[src/rtl/id_ex_stage.sv]
// ID->EX pipeline register with valid/ready flow control, 1-entry skid buffer and flush.
// Define ID_EX_STATS_EN to add saturating stall/bubble counters (stall_cnt_o, bubble_cnt_o).
module id_ex_stage #(
  parameter int IW = 32,
  parameter int DW = 32,
  parameter int CW = 7
`ifdef ID_EX_STATS_EN
  ,
  parameter int CNT_W = 16
`endif
) (
  input  logic             clk,
  input  logic             rst_n,
  input  logic             flush_i,
  input  logic             in_valid_i,
  output logic             in_ready_o,
  input  logic [IW-1:0]    inst_i,
  input  logic [DW-1:0]    data1_i,
  input  logic [DW-1:0]    data2_i,
  input  logic [DW-1:0]    sign_ext_i,
  input  logic [CW-1:0]    ctrl_i,
  output logic             out_valid_o,
  input  logic             out_ready_i,
  output logic [IW-1:0]    inst_o,
  output logic [DW-1:0]    data1_o,
  output logic [DW-1:0]    data2_o,
  output logic [DW-1:0]    sign_ext_o,
  output logic [CW-1:0]    ctrl_o,
`ifdef ID_EX_STATS_EN
  output logic [CNT_W-1:0] stall_cnt_o,
  output logic [CNT_W-1:0] bubble_cnt_o,
`endif
  output logic [1:0]       state_o
);

  // Handshake: a transfer happens on a rising edge where valid and ready are both 1.
  // in_ready_o depends only on registered state; out_valid_o never depends on out_ready_i.

  // Encoding is {main_valid, skid_valid}.
  typedef enum logic [1:0] {
    EMPTY = 2'b00,
    FULL  = 2'b10,
    SKID  = 2'b11
  } state_t;

  typedef struct packed {
    logic [IW-1:0] inst;
    logic [DW-1:0] data1;
    logic [DW-1:0] data2;
    logic [DW-1:0] sext;
    logic [CW-1:0] ctrl;
  } entry_t;

  state_t state_q, state_d;
  entry_t main_q, skid_q, in_entry;
  logic   main_valid, skid_valid;
  logic   in_xfer, out_xfer;
  logic   load_main, load_skid, skid_to_main;

  assign main_valid = state_q[1];
  assign skid_valid = state_q[0];
  assign in_ready_o = !skid_valid;
  assign in_xfer    = in_valid_i && in_ready_o;
  assign out_xfer   = main_valid && out_ready_i;
  assign state_o    = state_q;

  assign in_entry = '{inst: inst_i, data1: data1_i, data2: data2_i,
                      sext: sign_ext_i, ctrl: ctrl_i};

  always_ff @(posedge clk) begin
    if (!rst_n) begin
      state_q <= EMPTY;
    end else begin
      state_q <= state_d;
    end
  end

  always_comb begin
    state_d      = state_q;
    load_main    = 1'b0;
    load_skid    = 1'b0;
    skid_to_main = 1'b0;
    unique case (state_q)
      EMPTY: begin
        if (in_xfer) begin
          state_d   = FULL;
          load_main = 1'b1;
        end
      end
      FULL: begin
        if (in_xfer && out_xfer) begin
          load_main = 1'b1;
        end else if (in_xfer) begin
          state_d   = SKID;
          load_skid = 1'b1;
        end else if (out_xfer) begin
          state_d = EMPTY;
        end
      end
      SKID: begin
        if (out_xfer) begin
          state_d      = FULL;
          skid_to_main = 1'b1;
        end
      end
      default: state_d = EMPTY;
    endcase
    // Flush drops everything held plus whatever is presented this cycle.
    if (flush_i) begin
      state_d      = EMPTY;
      load_main    = 1'b0;
      load_skid    = 1'b0;
      skid_to_main = 1'b0;
    end
  end

  always_ff @(posedge clk) begin
    if (!rst_n) begin
      main_q <= '0;
      skid_q <= '0;
    end else begin
      if (load_main) begin
        main_q <= in_entry;
      end else if (skid_to_main) begin
        main_q <= skid_q;
      end
      if (load_skid) begin
        skid_q <= in_entry;
      end
    end
  end

  assign out_valid_o = main_valid;
  assign inst_o      = main_q.inst;
  assign data1_o     = main_q.data1;
  assign data2_o     = main_q.data2;
  assign sign_ext_o  = main_q.sext;
  // Stale payload may linger after flush; gating ctrl keeps EX free of side effects.
  assign ctrl_o      = main_valid ? main_q.ctrl : '0;

`ifdef ID_EX_STATS_EN
  logic [CNT_W-1:0] stall_cnt_q, bubble_cnt_q;

  always_ff @(posedge clk) begin
    if (!rst_n) begin
      stall_cnt_q  <= '0;
      bubble_cnt_q <= '0;
    end else begin
      if (main_valid && !out_ready_i && (stall_cnt_q != '1)) begin
        stall_cnt_q <= stall_cnt_q + 1'b1;
      end
      if (!main_valid && (bubble_cnt_q != '1)) begin
        bubble_cnt_q <= bubble_cnt_q + 1'b1;
      end
    end
  end

  assign stall_cnt_o  = stall_cnt_q;
  assign bubble_cnt_o = bubble_cnt_q;
`endif

endmodule

[config.mk]
export PLATFORM = sky130hd
export DESIGN_NAME = id_ex_stage
export DESIGN_NICKNAME = d
export VERILOG_FILES = /design/src/rtl/id_ex_stage.sv
export SDC_FILE = /design/constraint.sdc
export NUM_CORES = 1
export LEC_CHECK = 0
export ABC_AREA = 1
export CORE_UTILIZATION = 51
export DETAILED_ROUTE_END_ITERATION = 10
export PLACE_DENSITY_LB_ADDON = 0.25
export SYNTH_ARGS = -nofsm -noshare
export SYNTH_HDL_FRONTEND = slang
export SYNTH_SLANG_ARGS = --single-unit
[constraint.sdc]
create_clock -name clk -period 2.4 [get_ports clk]
set_input_delay 0.24 -clock clk [delete_from_list [all_inputs] [get_ports clk]]
set_output_delay 0.24 -clock clk [all_outputs]
set_load 0.01 [all_outputs]
* Word level (Yosys, flattened, before mapping) *
Cells that the tools add are included.
W data, S select, Z words.

word-level totals
  flip-flop bits (word level) = 272

cells by class
  equality and inequality tests = 6
  mux-type cells = 19
  bitwise gates (word level) = 1
  reduce and logical (&&, ||, !) cells = 8

operators by type and width
  operator              number
  $mux W135             2
  $mux W2               5
  $mux W1               9
  $mux W7               1
  $ne A2 B2 Y1 const B  3
  $pmux W2 S3           1
  $eq A2 B2 Y1 const B  2
  $reduce_and A4 Y1     1
  $logic_and A1 B1 Y1   3
  $ne A3 B3 Y1 const B  1
  $logic_not A2 Y1      1
  $pmux W1 S2           1
  $reduce_bool A2 Y1    1
  $reduce_or A2 Y1      1
  $logic_not A1 Y1      1
  $not A1 Y1            1

* Longest topological paths before layout *
Gate-level depths: netlist of the first run.

  word-level depth = 7
  depth in mapped cells = 11
  mapped depth without buffers = 9

* Least setup slack after synthesis of the first run *
OpenSTA, ideal clock, no wires.

  path type = register -> register
  from = reg state_q[1], in the netlist state_o[1]
  to = reg main_q (netlist bit data2_o[18])
  data arrival time = 1.805 ns
  data required time = 2.330 ns
  setup slack = 0.525 ns
  cell stages (with the launch flop) = 11
  cell sequence = dfxtp_1 buf_4 inv_1 ha_1 nand2_4 buf_2 buf_1 nand4_1 nand2_1 inv_1 a21oi_1

on the way
  longest elaborated chain between the ends = 6

RTL lines
  element                                                 RTL line  RTL
  start, declared                                         54        state_t state_q, state_d;
  start signal, assigned                                  74        state_q <= state_d;
  $logic_and A1 B1 Y1                                     64        assign out_xfer = main_valid && out_ready_i;
  $logic_and A1 B1 Y1                                     91        if (in_xfer && out_xfer) begin
  $mux W1                                                 91
  $pmux W1 S2                                             83        unique case (state_q)
  $mux W1                                                 109       if (flush_i) begin
  $mux W135 / $reduce_bool A2 Y1 (equally long branches)  --
  end signal, assigned                                    123       main_q <= in_entry;
  end signal, assigned                                    125       main_q <= skid_q;
  end, declared                                           55        entry_t main_q, skid_q, in_entry;

Parallel ways exist; a longest one is shown, timed or not.
A chain may end at the register's enable or synchronous reset.

* Worst setup path after layout of the first run *
  from = reg state_q[1], in the netlist state_o[1]
  to = out ctrl_o[2]

on the way
  longest elaborated chain between the ends = 1

RTL lines
  element        RTL line  RTL
  $mux W7        139       assign ctrl_o = main_valid ? main_q.ctrl : '0;
  end, declared  28        output logic [CW-1:0] ctrl_o,

No other way between the ends.

==> key figures, run 1 <==
Critical path
  • Crit path max-delay cell type: clkdlybuf4s50_1
  • Reg2Reg Depth: 8
  • Kind of critical path: reg -> out
  • Worst-path cell chain: buf_4, nand2_1, inv_1, clkdlybuf4s50_1
  • Critical Path Stages: 4
  • Data required time at the worst endpoint: 2.16 ns
  • Element type at the critical path start: register
  • Worst-path fanout max: 7
  • CP bufs+invs: 3
  • Top Family by Delay on Critical Path: buffers and inverters
  • CP arrival: 2.07 ns
  • Crit end category: output port
  • Crit-path max cell delay: between 0.6 and 0.7 ns

Timing
  • Relative slew slack: 0.4532
  • Unrepaired setup endpoints after global routing: no
  • Hold Slack: 0.1689 ns
  • Count of final setup violators: 0
  • Fmax: 432.5 MHz
  • Final Hold Violating Endpoints: 0
  • TNS Setup: 0 ns
  • Post-route setup slack: 0.08803 ns
  • Tcrit/Tclk final: 0.9633
  • Slew Limit Fails: 0
  • Tmin final: 2.312 ns
  • Max Clock Skew: 0.02123 ns
  • Worst-margin pin slew: 0.8202 ns

CTS
  • Post-CTS Setup Inserts: 0
  • Post-CTS Hold Fix Bufs: 0
  • Worst-Skew Late Latency: roughly 0.54 ns
  • Clock root buffer: clkbuf_16
  • CTS tree: done
  • Clock buffer depth: 3
  • CTS sink count: 272
  • Clock edge transition at the registers on the reported setup and hold paths: 0.06 ns
  • Num CTS Buffers: 28
  • Max H-tree Level: 1
  • Post-cts sizing count: 0

Power and ir drop
  • Pwr dens: 687.6 nW/µm²
  • VDD IR-drop max: 571.3 µV
  • Pleak: 6.587 nW

Global route
  • GR Overflow Total: 0
  • Maximum number of pins on one net before global-route repair: 137
  • Initial antenna violation count: 1
  • Vias in the first global route: roughly 12,000
  • Total track usage: 0.2768
  • Global-route wire length before repair: roughly 60,000 µm

Floorplanning
  • Die Wd: 161.8 µm
  • Die H: 161.8 µm
  • Initial Utilization: 0.5187
  • Die area: roughly 26,000 µm²
  • FP Rows: 58
  • Core area: 25,110 µm²
  • IO Pins: 279

Synth
  • Netlist cell types: 22
  • Syn avg cell area: between 7 and 8 µm²
  • Seq/Total Area, Yosys: 0.4181
  • Cells after Synth: around 1,800
  • Post-synthesis net count: 1,970
  • YS warnings: 0
  • Synthesized cell area: roughly 13,000 µm²
  • Yosys reg bits: 272

Cells and area
  • Nets: 2,021
  • Design area: 15,880 µm²
  • Fillers: 2,290
  • Diode count: 0
  • P&R area growth vs syn: 21.93%
  • Fin util: 0.6325
  • Layout cells sized above 1: 0.04644

Job
  • Max Cap Viol: 0

Route
  • DR WL/cell: 16.67 µm
  • Via-per-instance ratio: between 5 and 6
  • WL final: 37,080 µm
  • DRT Pass-1 Iters: 5
  • Iter 0 DRT Violations: between 1,000 and 1,500
  • DRC errors left: 0
  • Post-DRT Antenna Nets: 0
  • Detailed-route via count: 12,500

Placement
  • Port Buffers: 278
  • GP Congestion: 0.8530
  • Pre-CTS setup slack: about 0.26 ns
  • Placed inst area: 14,910 µm²
  • Post-DP HPWL: around 22,000 µm

Hold path
  • Hold WC Path Type: in -> reg
  • Hold Crit Depth: 3

Outcome
  • Outcome: finished clean
worst min-delay path, delay by kind of cell:
family,cells,cell delay [ns]
simple gates,1,0.04
buf+inv,1,0.24
compound gates,1,0.13
layer usage:
layer  wire length [µm]  vias to the layer above  track usage
li1                   -                     6015            -
met1              15470                     5870       0.3647
met3               3224                       73      0.05975
met2              17270                      535       0.4454
met5                 13                        -            0
met4               1100                        2      0.09906
cell type report:
class | instances | area, µm² | share of cell area
Clock buffer | 34 | 754.5 | 0.04751
Inverter | 151 | 576.8 | 0.03632
Timing Repair Buffer | 308 | 3156 | 0.1987
Tap cell | 330 | 412.9 | 0.02600
Clock inverter | 14 | 220.2 | 0.01387
Sequential cell | 272 | 5445 | 0.3429
Multi-Input combinational cell | 1116 | 5315 | 0.3347
cell usage after synthesis:
library cell  number  area (µm²)
nor2_1           277        1040
inv_1            147       551.8
clkbuf_1          81       304.0
nand3_1          271        1356
o21bai_1           1       7.510
nand3_2            1       10.01
inv_2              4       15.01
dfxtp_1          272        5445
o21ai_0           92       460.4
nand2_2            1       6.260
ha_1               4       50.05
nand2_1          149       559.3
buf_2             46       230.2
nor3_4             1       16.27
nor2_4             2       22.52
buf_1             14       52.55
buf_4            139        1044
o21ai_1           43       215.2
nand2_4            3       33.78
buf_6              7       78.83
nand4_1          135       844.6
a21oi_1          136       680.7
where the power goes:
group	total (mW)	switching, mW	internal [mW]
Sequential	4.83	0.113	4.71
Clock	4.65	1.79	2.86
Combinational	1.45	0.803	0.644
Total	10.9	2.70	8.22
worst paths after layout:
| check | from | endpoint | slack, ns |
|---|---|---|---|
| max | state_o[1] | ctrl_o[2] | 0.09 |
| min reg2reg | data1_o[25] | data1_o[25] | 0.48 |
| max reg2reg | state_o[1] | data1_o[10] | 0.24 |
| min | rst_n | skid_q[31] | 0.17 |
layout by cell type, fill, tap and decap left out, types with 2 or more instances in the layout:
cell type	instances
inv_4	4
nand2_1	149
nand2_4	4
o21ai_0	92
buf_12	12
clkdlybuf4s50_1	277
a21oi_1	136
nor2_1	277
dfxtp_1	272
o21ai_1	43
bufinv_16	6
ha_1	4
nor2_4	2
inv_1	146
nand3_1	271
buf_4	19
clkbuf_1	4
clkbuf_16	29
nand4_1	135
clkinv_2	8
metrics by stage:
stage	cells	total power, mW
after floorplan	1826	5.769
after global placement	2177	6.337
after detailed placement	2177	6.355
after CTS	2225	11.00
after global routing	2225	11.32
final	2225	10.92
sequential cells by signal (all words and copies together) (netlist names):
signal and flops:
skid_q 135, data1_o 32, data2_o 32, inst_o 32
sign_ext_o 32, main_q 7, state_o 2
logic make-up (layout without fill, tap and decap cells):
family / after synthesis / after routing / synth area share
buffers and inverters: 438 / 507 / 0.1748
adder cells (fa/ha/maj): 4 / 4 / 0.003843
AND/OR/NAND/NOR: 840 / 840 / 0.2986
flip-flops: 272 / 272 / 0.4181
AO/OA/AOI/OAI: 272 / 272 / 0.1047
(Power assumes the default switching activity.)
==> run 2: changes to the inputs <==
- CELL_PAD_IN_SITES_DETAIL_PLACEMENT: unset -> 1
- CELL_PAD_IN_SITES_GLOBAL_PLACEMENT: unset -> 1
- CORE_UTILIZATION: 51 -> 37
- RECOVER_POWER: unset -> 50
- SLEW_MARGIN: unset -> 20
==> run 2 against run 1 <==
Effect of this change:
- worst hold slack got worse by 0.076 ns
- fmax rose by 1.1%
- clock power rose by 2%
- final cell count rose by 6.3%
- wire length rose by 19%
- global-route usage fell by 3.6 points
- clock skew fell by 0.015 ns
- largest cell class unchanged
- highest routed layer is now met4
==> key figures, run 2 (same netlist as run 1, synthesis figures left out) <==
CTS
  • CTS tree: done
  • Post-CTS Hold Fix Bufs: 0
  • Post-cts sizing count: 0
  • Worst-Skew Late Latency: 0.55 ns
  • Num CTS Buffers: 31
  • Clock root buffer: clkbuf_16
  • Post-CTS Setup Inserts: 0
  • Max H-tree Level: 1
  • Clock buffer depth: 3
  • Clock edge transition at the registers on the reported setup and hold paths: 0.06 ns
  • CTS sink count: 272

Timing
  • Worst-margin pin slew: a little under 0.7 ns
  • TNS Setup: 0 ns
  • Post-route setup slack: 0.1121 ns
  • Final Hold Violating Endpoints: 0
  • Tcrit/Tclk final: 0.9533
  • Max Clock Skew: 0.005956 ns
  • Fmax: about 440 MHz
  • Tmin final: 2.288 ns
  • Count of final setup violators: 0
  • Relative slew slack: 0.5408
  • Unrepaired setup endpoints after global routing: no
  • Slew Limit Fails: 0

Cells and area
  • Most common cell after layout, fill and taps aside: nor2_1
  • Number of flip-flops in the largest register: 135
  • Most frequent cells in the layout: 277 x nor2_1, 272 x nand3_1, 272 x dfxtp_1
  • Nets: 2,031
  • Fin util: 0.4690
  • Post-Layout Cell Count: 2,366
  • P&R area growth vs syn: 24.71%
  • Layout cells sized above 1: 0.05186
  • Design area: 16,240 µm²
  • Largest register by flop count: skid_q

Critical path
  • Reg2reg setup slack: 0.19 ns
  • Reg2Reg Depth: 8
  • Crit path max-delay cell type: clkdlybuf4s50_1
  • Crit-path max cell delay: about 0.6 ns
  • CP arrival: between 2 and 2.5 ns
  • RR Endpoint: sign_ext_o[2]
  • Element type at the critical path start: register
  • Crit end category: output port
  • Worst-path cell chain: buf_4, nand2_1, inv_1, clkdlybuf4s50_1
  • Worst-path fanout max: 7
  • Data required time at the worst endpoint: 2.16 ns
  • R2r startpoint: state_o[0]
  • Kind of critical path: reg -> out

Placement
  • Pre-CTS setup slack: 0.1274 ns
  • Placed inst area: 15,230 µm²
  • GP Congestion: 0.7616
  • Post-DP HPWL: 26,720 µm
  • DP Cell Count: 2,309
  • Port Buffers: 278

Route
  • Iter 0 DRT Violations: 661
  • Detailed-route via count: between 10,000 and 15,000
  • DR WL/cell: 18.65 µm
  • DRC errors left: 0
  • WL final: 44,130 µm
  • DRT Pass-1 Iters: 4
  • Post-DRT Antenna Nets: 0
  • Via-per-instance ratio: about 5.3

Floorplanning
  • FP Rows: 68
  • Initial Utilization: 0.3761
  • IO Pins: 279
  • Die H: 189.6 µm
  • Die Wd: 189.6 µm
  • Die area: about 36,000 µm²
  • Core area: 34,630 µm²

Global route
  • Global-route wire length before repair: 70,470 µm
  • Vias in the first global route: 12,750
  • Total track usage: 0.2412
  • GR Overflow Total: 0
  • Initial antenna violation count: 1
  • Maximum number of pins on one net before global-route repair: roughly 140

Hold path
  • HP Start: rst_n
  • Hold path endpoint: data2_o[0]
  • Hold WC Path Type: in -> reg
  • Hold Crit Depth: 3

Outcome
  • Outcome: finished clean

Power and ir drop
  • VDD IR-drop max: between 500 and 600 µV
  • Pwr dens: 680.1 nW/µm²
  • Pleak: between 7 and 8 nW

Job
  • Max Cap Viol: 0
-- run 2: cell count changes in the layout (fill, tap and decap cells not counted), sizes merged --
cell,delta
buf,+5
bufinv,-5
clkbuf,+17
clkdlybuf4s50,-132
clkinv,-3
diode,+2
dlygate4sd3,+132
-- run 2: report_power, final --
group / internal [mW] / switching, mW
clock: 2.85 / 1.90
combinational: 0.617 / 0.846
sequential: 4.71 / 0.114
total: 8.18 / 2.86
-- run 2: layer usage --
| layer | vias to the layer above | routed length, µm | global-route usage |
|---|---|---|---|
| li1 | 6047 | - | - |
| met1 | 6151 | 19730 | 0.3168 |
| met2 | 326 | 21040 | 0.4097 |
| met3 | 63 | 2323 | 0.03855 |
| met4 | 0 | 1041 | 0.06203 |
| met5 | - | 0 | 0 |
-- run 2: how the worst max path moves through the flow --
stage                           from     endpoint  slack, ns  depth (start not counted)
after floorplan           state_o[1]  data2_o[18]       0.52                         10
after global placement       flush_i  data1_o[24]       0.17                          8
after detailed placement     flush_i  data1_o[25]       0.13                          8
after CTS                 state_o[1]    ctrl_o[2]       0.07                          4
after global routing      state_o[0]   inst_o[25]       0.02                          8
final                     state_o[1]    ctrl_o[2]       0.11                          4
-- run 2: cell type report --
cell class              count  area (µm²)
inverters                 151       576.8
multi-input cells        1116        5303
fillers                  4288       18390
diodes                      2       5.005
clock inverters             6       55.05
clock buffers              49       973.4
well taps                 455       569.3
flip-flops and latches    272        5445
repair buffers            315        3314
-- run 2: worst max-delay path, delay by kind of cell, from the launching register on --
kind                   cells  cell delay (ns)
buffers and inverters      3             0.88
flip-flops                 1             0.54
AND/OR/NAND/NOR            1             0.06
-- run 2: per-stage QoR --
step	total power, mW	hold WS (ns)
global route	11.50	0.1056
global placement	6.417	0.4702
floorplan	5.769	0.3749
detailed placement	6.443	0.4767
CTS	11.24	0.07612
finish	11.05	0.09303
==> run 3: changes to the inputs <==
- CORE_UTILIZATION: 37 -> 35
==> run 3 against run 2 <==
Effect of this change:
- sequential share of layout area is 0.41 points lower
- die area rose by 5.7%
- sequential power about the same
- power grew 6.6%
- setup slack improved by 0.12 ns
- critical endpoint is now data2_o[2]
==> key figures, run 3 (same netlist as run 1, synthesis figures left out) <==
Global route
  • Maximum number of pins on one net before global-route repair: between 100 and 150
  • Total track usage: 0.2309
  • Global-route wire length before repair: 71,480 µm
  • GR Overflow Total: 0
  • Initial antenna violation count: 6
  • Vias in the first global route: 12,960

Power and ir drop
  • Pwr dens: 716.2 nW/µm²
  • Pleak: 7.161 nW
  • VDD IR-drop max: approximately 400 µV

Hold path
  • Hold WC Path Type: in -> reg

Cells and area
  • P&R area growth vs syn: 26.28%
  • Design area: between 15,000 and 20,000 µm²
  • Most common cell after layout, fill and taps aside: nor2_1
  • Layout cells sized above 1: 0.05238
  • Post-Layout Cell Count: between 2,000 and 2,500
  • Number of flip-flops in the largest register: 135
  • Nets: 2,028
  • Fillers: approximately 4,500
  • Area of the multi-input gates: around 5300 µm²
  • FF/Latch Area: 5446 µm²
  • Largest register by flop count: skid_q
  • Most frequent cells in the layout: 277 x nor2_1, 271 x nand3_1, 271 x dfxtp_1
  • Fin util: 0.4492

Timing
  • Final Hold Violating Endpoints: 0
  • Max Clock Skew: 0.01308 ns
  • Tcrit/Tclk final: 0.9046
  • Unrepaired setup endpoints after global routing: no
  • Fmax: 460.6 MHz
  • Worst-margin pin slew: 0.8078 ns
  • Tmin final: roughly 2.2 ns
  • TNS Setup: 0 ns
  • Slew Limit Fails: 0
  • Relative slew slack: 0.4614
  • Count of final setup violators: 0

CTS
  • CTS sink count: 272
  • Num CTS Buffers: 34
  • Max H-tree Level: 2
  • CTS tree: done
  • Clock edge transition at the registers on the reported setup and hold paths: 0.06 ns
  • Clock root buffer: clkbuf_16
  • Worst-Skew Late Latency: 0.51 ns
  • Clock buffer depth: 3

Floorplanning
  • Initial Utilization: 0.3557
  • Die Wd: 194.9 µm
  • IO Pins: 279
  • Die H: 194.9 µm
  • FP Rows: 70
  • Core area: 36,610 µm²
  • Die area: 37,990 µm²

Route
  • Detailed-route via count: around 12,000
  • Via-per-instance ratio: 5.243
  • DRT Pass-1 Iters: 5
  • DRC errors left: 0
  • WL final: around 44,000 µm
  • Iter 0 DRT Violations: about 620
  • Post-DRT Antenna Nets: 0
  • DR WL/cell: 18.63 µm

Critical path
  • CP arrival: 2.60 ns
  • Worst-path fanout max: 100
  • Kind of critical path: reg -> reg
  • Crit-path max cell delay: 0.46 ns
  • Element type at the critical path start: register
  • Worst-path cell chain: inv_1, ha_1, nand3_4, nand2_4, nand2_4, buf_16, nand3_1, a21oi_1
  • CP bufs+invs: 2
  • Data required time at the worst endpoint: about 2.8 ns
  • Top Family by Delay on Critical Path: simple AND/OR/NAND/NOR gates
  • CP most frequent cell: nand2_4
  • Reg2reg setup slack: between 0.2 and 0.25 ns
  • Crit path max-delay cell type: dfxtp_1
  • Crit end category: register

Placement
  • DP Cell Count: roughly 2,300
  • Placed inst area: 15,240 µm²
  • Post-DP HPWL: 26,150 µm
  • GP Congestion: roughly 0.77
  • Port Buffers: 278

Outcome
  • Outcome: finished clean

Job
  • Max Cap Viol: 0
## run 3: cell types whose count changed in the layout (fill, tap and decap cells not counted), moves of 2 or more
cell and delta:
diode_2 +2, o21ai_0 +16, bufinv_16 +3, clkbuf_8 -5
buf_4 -8, clkbuf_16 +6, o21ai_1 -16
## run 3: layout make-up
| cell class | instances | area share |
|---|---|---|
| Sequential cell | 272 | 0.3312 |
| Multi-Input combinational cell | 1116 | 0.3232 |
| Timing Repair Buffer | 309 | 0.2010 |
| Clock buffer | 52 | 0.06459 |
| Tap cell | 468 | 0.03560 |
| Inverter | 151 | 0.03507 |
| Clock inverter | 9 | 0.008825 |
| Antenna cell | 4 | 0.0006086 |
## run 3: report_power, final
group	switching (mW)	internal (mW)	total (mW)	leakage [nW]
sequential	0.110	4.71	4.82	2.21
clock	2.02	3.48	5.50	0.598
combinational	0.846	0.613	1.46	4.35
total	2.97	8.81	11.8	7.16
## run 3: worst paths after layout
check / startpoint / cells past startpoint / endpoint
max: state_o[0] / 8 / data2_o[2]
min: rst_n / 3 / skid_q[16]
max reg2reg: state_o[0] / 8 / data2_o[2]
min reg2reg: data2_o[14] / 2 / data2_o[14]
## run 3: what timing repair did
| item | 4_1_cts | 5_1_grt |
|---|---|---|
| hold buffers | 0 | 0 |
| endpoints found under the setup margin | 0 | 40 |
| gates resized for setup | 0 | 2 |
| setup buffers | 0 | 0 |
## run 3: per-layer routing
metal | share of wire | wire, µm | vias up | track usage
met1 | 0.46 | 20370 | 6066 | 0.2981
met5 | 0.00029 | 13 | - | 0
met3 | 0.054 | 2390 | 68 | 0.04859
li1 | - | - | 6046 | -
met4 | 0.020 | 898 | 2 | 0.06299
met2 | 0.47 | 20670 | 301 | 0.3878
## run 3: per-stage QoR
step                hold WS (ns)  power, mW  setup slack [ns]
floorplan                 0.3749      5.769            0.5245
global placement          0.4711      6.412            0.1798
detailed placement        0.4774      6.435            0.1204
CTS                       0.2382      11.99           0.07591
global route              0.2550      12.26           0.05427
finish                    0.2588      11.78            0.2290
## run 3: worst register-to-register path, delay by kind of cell, from the launching register on
kind | cells | cell delay, ns
buffers and inverters | 2 | 0.53
AND/OR/NAND/NOR | 4 | 0.67
adder cells (fa/ha/maj) | 1 | 0.26
flip-flops | 1 | 0.46
AO/OA/AOI/OAI | 1 | 0.19
